===== src/rtl/sync_fifo_flags.sv =====
// Single-clock FIFO with binary pointers, fill level, programmable almost flags,
// selectable FWFT / registered read, and sticky overflow/underflow error flags.
module sync_fifo_flags #(
    parameter int DATA_SIZE     = 256,
    parameter int ARRAY_SIZE    = 3,
    parameter int FWFT          = 1,
    parameter int AFULL_THRESH  = 6,
    parameter int AEMPTY_THRESH = 1
) (
    input  logic                  clk,
    input  logic                  rst_n,
    input  logic [DATA_SIZE-1:0]  wdata,
    input  logic                  winc,
    output logic                  wfull,
    output logic                  walmost_full,
    output logic [DATA_SIZE-1:0]  rdata,
    input  logic                  rinc,
    output logic                  rempty,
    output logic                  ralmost_empty,
    output logic                  rvalid,
    output logic [ARRAY_SIZE:0]   count,
    output logic                  overflow,
    output logic                  underflow,
    input  logic                  clr_err
);

    localparam int CW    = ARRAY_SIZE + 1;
    localparam int DEPTH = 1 << ARRAY_SIZE;
    localparam logic [CW-1:0] DEPTH_C = CW'(DEPTH);
    localparam logic [CW-1:0] AFULL_C = CW'(AFULL_THRESH);
    localparam logic [CW-1:0] AEMPT_C = CW'(AEMPTY_THRESH);

    logic [DATA_SIZE-1:0] mem [DEPTH];
    logic [CW-1:0]        wptr;
    logic [CW-1:0]        rptr;
    logic [CW-1:0]        count_nxt;
    logic                 wr_acc;
    logic                 rd_acc;

    // A read never passes a write through when full, and a write is never
    // visible to a same-cycle read when empty: acceptance uses current flags.
    assign wr_acc = winc && !wfull;
    assign rd_acc = rinc && !rempty;

    always_comb begin
        count_nxt = count;
        if (wr_acc && !rd_acc)
            count_nxt = count + 1'b1;
        else if (rd_acc && !wr_acc)
            count_nxt = count - 1'b1;
    end

    // Flags are registered from next-count so they always agree with count.
    always_ff @(posedge clk or negedge rst_n) begin
        if (!rst_n) begin
            wptr          <= '0;
            rptr          <= '0;
            count         <= '0;
            rempty        <= 1'b1;
            wfull         <= 1'b0;
            ralmost_empty <= 1'b1;
            walmost_full  <= 1'b0;
        end else begin
            if (wr_acc)
                wptr <= wptr + 1'b1;
            if (rd_acc)
                rptr <= rptr + 1'b1;
            count         <= count_nxt;
            rempty        <= (count_nxt == '0);
            wfull         <= (count_nxt == DEPTH_C);
            walmost_full  <= (count_nxt >= AFULL_C);
            ralmost_empty <= (count_nxt <= AEMPT_C);
        end
    end

    always_ff @(posedge clk) begin
        if (wr_acc)
            mem[wptr[ARRAY_SIZE-1:0]] <= wdata;
    end

    // A new error event in the same cycle as clr_err keeps the flag set.
    always_ff @(posedge clk or negedge rst_n) begin
        if (!rst_n) begin
            overflow  <= 1'b0;
            underflow <= 1'b0;
        end else begin
            if (winc && wfull)
                overflow <= 1'b1;
            else if (clr_err)
                overflow <= 1'b0;
            if (rinc && rempty)
                underflow <= 1'b1;
            else if (clr_err)
                underflow <= 1'b0;
        end
    end

    generate
        if (FWFT != 0) begin : g_fwft
            assign rdata  = mem[rptr[ARRAY_SIZE-1:0]];
            assign rvalid = ~rempty;
        end else begin : g_reg
            always_ff @(posedge clk or negedge rst_n) begin
                if (!rst_n) begin
                    rdata  <= '0;
                    rvalid <= 1'b0;
                end else begin
                    rvalid <= rd_acc;
                    if (rd_acc)
                        rdata <= mem[rptr[ARRAY_SIZE-1:0]];
                end
            end
        end
    endgenerate

    // Pointer MSBs only disambiguate wrap; occupancy is tracked by count.
    logic unused_ptr_msb;
    assign unused_ptr_msb = wptr[ARRAY_SIZE] ^ rptr[ARRAY_SIZE];

endmodule


===== config.mk =====
export PLATFORM = sky130hd
export DESIGN_NAME = sync_fifo_flags
export DESIGN_NICKNAME = d
export VERILOG_FILES = /design/src/rtl/sync_fifo_flags.sv
export SDC_FILE = /design/constraint.sdc
export NUM_CORES = 2
export LEC_CHECK = 0
export ABC_CLOCK_PERIOD_IN_PS = 26900
export BUFFER_PORTS_ARGS = -buffer_cell sky130_fd_sc_hd__buf_2
export CORE_MARGIN = 1
export CORE_UTILIZATION = 50
export CTS_CLUSTER_DIAMETER = 80
export DETAILED_ROUTE_END_ITERATION = 8
export PLACE_DENSITY = 0.78
export SLEW_MARGIN = 20
export SYNTH_ARGS = -nofsm -noshare
export SYNTH_HDL_FRONTEND = slang
export SYNTH_SLANG_ARGS = --single-unit

===== constraint.sdc =====
create_clock -name clk -period 26.9 [get_ports clk]
set_clock_uncertainty 0.1 [all_clocks]
set_input_delay 5.38 -clock clk [delete_from_list [all_inputs] [get_ports clk]]
set_output_delay 5.38 -clock clk [all_outputs]
set_load 0.02 [all_outputs]

* Word-level counts from Yosys, hierarchy flattened *
Memories as Yosys holds them, arrays and structs flattened.
Index checks and enable logic that the tools add are counted.

storage, ports and cells
  bits in registers = 18
  RAM bits = 2048
  output and inout bits = 267
  word-level logic and storage cells = 38
  memories kept = 1

memories
  name  words  width  read ports  clocked after Yosys merged registers in  wr ports  RTL line  text
  mem   8      256    1           0                                        1         33        logic [DATA_SIZE-1:0] mem [DEPTH];

operators by class
  add/subtract/negate cells = 4
  magnitude comparators = 2
  eq/ne operators = 1
  muxes and demuxes = 7
  bitwise logic cells = 1
  reductions and logical operators = 13

operators by type and width
  operator                                                                             number
  4-bit by 1-bit adder with 4-bit output, second input constant                        3
  4-bit 2-to-1 mux                                                                     2
  1-bit logical AND                                                                    6
  1-bit 2-to-1 mux                                                                     5
  4-bit equality test, second input constant                                           1
  4-bit by 3-bit greater-or-equal comparator with 1-bit output, second input constant  1
  4-bit by 1-bit less-or-equal comparator with 1-bit output, second input constant     1
  1-bit zero test                                                                      4
  4-bit zero test                                                                      1
  2-bit nonzero test                                                                   2
  4-bit by 1-bit subtractor with 4-bit output, second input constant                   1
  1-bit NOT                                                                            1

* Depth between registers and ports, before layout *
  depth in word-level cells = 7
  mapped depth = 6
  depth with buffers taken out = 6

* Worst setup path after synthesis *
No wires, ideal clock.

  kind = in2reg
  start point = in winc
  end point = mem mem[0][0], enable pin
  data arrival time = 23.060 ns
  data required time = 25.614 ns
  path slack = 2.554 ns
  stages = 3
  path buffers = 0
  path through = nor2b_1 -> nand2b_1 -> nor3_1

on the way
  cells in the longest elaborated chain, start to end = 3

RTL lines
  what                                    RTL line  text
  from (decl)                             13        input logic winc,
  1-bit logical AND                       42        assign wr_acc = winc && !wfull;
  1-bit 2-to-1 mux                        77        if (wr_acc)
  1-bit 2-to-1 mux (implied by the code)  78        mem[wptr[ARRAY_SIZE-1:0]] <= wdata;
  to (decl)                               33

No other way between the ends.

* Final worst setup path *
  start point = reg rptr[0]
  end point = out rdata[110]

on the way
  cells in the longest elaborated chain, start to end = 1

RTL lines
  what                     RTL line  text
  from (decl)              35        logic [CW-1:0] rptr;
  from (signal assigned)   67        rptr <= rptr + 1'b1;
  memory read 8 x 256 bit  n/a
  to (decl)                16        output logic [DATA_SIZE-1:0] rdata,

No other way between the ends.

==> reports/metrics.cfg <==
[run_status]
status = completed

[clock_network]
cts.path.max_buffers = 3
cts_root_buf = clkbuf_16
h-tree-depth = 4
path_clk_slew_ns = 0.06
cts_resized = 0
postCtsSetupRepairBufs = 0
cts_tree = yes
clk_latency_ns = 0.80
hold_buffers = 0
clkSinkCount = 2064
cts_buffers = 197

[drt]
vias_per_cell = 5.826
drtAntennaViolNets = 0
drtIter0Drc = 2652
drc_errors = 0
drt-pass1-iter-count = 5
detail_route.wirelength_um = 160800
wire_per_inst_um = 27.18
num_vias = 34470

[synth]
synth_edf_count = 2048
syn_area_um2 = 77630
ys_seq_area_share_pct = 79.74
ys_warn_count = 0
synth_cells = 3040
synth_area_per_cell_um2 = 25.54
ys_seq_elements = 2064
syn_nets = 3305
synthArstFlopShare_pct = 0.7752
synth_ff_type = edfxtp_1
ys_types = 27

[cells_and_area]
layout_commonest_cell = edfxtp_1
fin_util_pct = 57.69
syn_to_final_growth_pct = 14.48
nets = 3950
drive_gt1_share_pct = 42.60
layout_common_cells = edfxtp_1 (2048), buf_2 (527), mux4_2 (512)

[grt]
grt_max_degree = 153
grt_usage_pct = 20.37
grt_pass1_vias = 36210
grt_pass1_wl_um = 234500
antenna_found_initial = 42
grt_overflow_total = 0

[critical_path]
required_ns = 21.42
critical_path_class = reg2out
critPathMaxFanout = 46
crit_arrival_ns = 6.85
startpoint_type = flip-flop
worst_setup_path_end_kind = output pin

[floorplanning]
start_util_pct = 50.39
dieWidth_um = 396.0
pin_count = 528
core_area_um2 = 154000
rows = 144
die-area_um2 = 156800
die_h_um = 396.0

[timing]
timing.fmax_mhz = 81.08
finalCritPeriodShare_pct = 45.85
rsz0062_at_grt = false
drv_slew = 0
relSlewSlack_pct = 27.04
tightest_slew_ns = 1.094
setup-violations-final = 0
hold_viol = 0
final.setup.tns_ns = 0
fin_crit_ns = 12.33

[job]
max-cap-violations = 0

[hold_path]
hold_class = reg2reg

[placement]
dpl.hpwl_um = 88180
gp_congestion = 0.7574
portBuffers = 527

[pwr]
p_leak_uw = 0.02860
peakVddDrop_mv = 0.08935
p_per_area_nw_per_um2 = 113.4

==> power breakdown <==
group	switching, uW	internal (uW)	total [uW]	leakage, uW
registers	156	4060	4210	0.0188
clock network	1150	1530	2680	0.00305
logic	1830	1350	3190	0.00678
total	3140	6940	10100	0.0286
==> per-layer routing <==
| metal | wire length [um] | track usage, % |
|---|---|---|
| met1 | 60420 | 25.67 |
| met2 | 83350 | 34.23 |
| met3 | 11820 | 4.940 |
| met4 | 4968 | 7.860 |
| met5 | 208 | 0 |
==> flip-flops by register name, summed over array words and instances (netlist names) <==
name,flops
wptr,3
rptr,3
mem,2048
underflow,1
overflow,1
wfull,1
count,4
ralmost_empty,1
walmost_full,1
rempty,1
==> worst paths after layout <==
kind	depth (start not counted)	from	endpoint	slack, ns
min reg2reg	2	wptr[0]	wptr[0]	0.43
min in group asynchronous	1	rst_n	rptr[2]	4.39
min	2	wptr[0]	wptr[0]	0.43
max in group asynchronous	1	rst_n	ralmost_empty	21.99
max	8	rptr[0]	rdata[110]	14.57
max reg2reg	7	wfull	mem[4][171]	21.91
==> cell families (layout without fill, tap and decap cells) <==
group / after synthesis / count (layout) / share of synthesized area (%)
flops: 2064 / 2064 / 79.74
mux: 769 / 769 / 18.58
buf+inv: 149 / 956 / 1.243
simple gates: 40 / 40 / 0.2321
compound gates: 8 / 8 / 0.06932
xor+xnor: 6 / 6 / 0.06769
fa+ha+maj: 4 / 4 / 0.06447
other cells: 0 / 25 / 0
==> cell type report <==
class / count / area, um2
fillers: 10530 / 65180
clock inverters: 110 / 1105
repair buffers: 589 / 3178
diodes: 25 / 62.56
inverters: 6 / 22.52
clock buffers: 251 / 5216
multi-input cells: 827 / 14820
well taps: 2044 / 2557
flip-flops and latches: 2064 / 61910
==> stage by stage <==
stage / total power (uW) / instance area, um2 / hold slack, ns / worst slack (ns) / cells
floorplan: 6732 / 77630 / 0.3879 / 2.554 / 3040
global placement: 7406 / 82490 / 0.4077 / 15.14 / 5530
detailed placement: 7476 / 82490 / 0.4225 / 15.09 / 5530
CTS: 10190 / 88810 / 0.4371 / 14.18 / 5891
global route: 10450 / 88850 / 0.4640 / 13.80 / 5906
finish: 10080 / 88870 / 0.4307 / 14.57 / 5916
==> synthesized netlist by cell type (2+ instances only) <==
library cell / number / area share, %
buf_1: 31 / 0.15
buf_2: 12 / 0.077
buf_6: 52 / 0.75
clkbuf_1: 48 / 0.23
dfrtp_1: 14 / 0.45
dfstp_2: 2 / 0.068
edfxtp_1: 2048 / 79
ha_1: 4 / 0.064
inv_1: 6 / 0.029
mux2_2: 257 / 3.7
mux4_2: 512 / 15
nand2_1: 15 / 0.073
nand2b_1: 5 / 0.040
nor2_1: 10 / 0.048
nor2b_1: 2 / 0.016
nor3_1: 5 / 0.032
o21ai_0: 2 / 0.013
xnor2_1: 6 / 0.068
==> worst max-delay path, stage by stage (launching register included) <==
cell	delay (ns)
dfrtp_4	1.03
buf_4	0.79
buf_4	0.78
buf_4	0.85
buf_4	0.66
buf_4	0.71
mux4_2	0.60
mux2_2	0.32
buf_2	0.17
No activity file was read; power rests on OpenSTA's default activity.
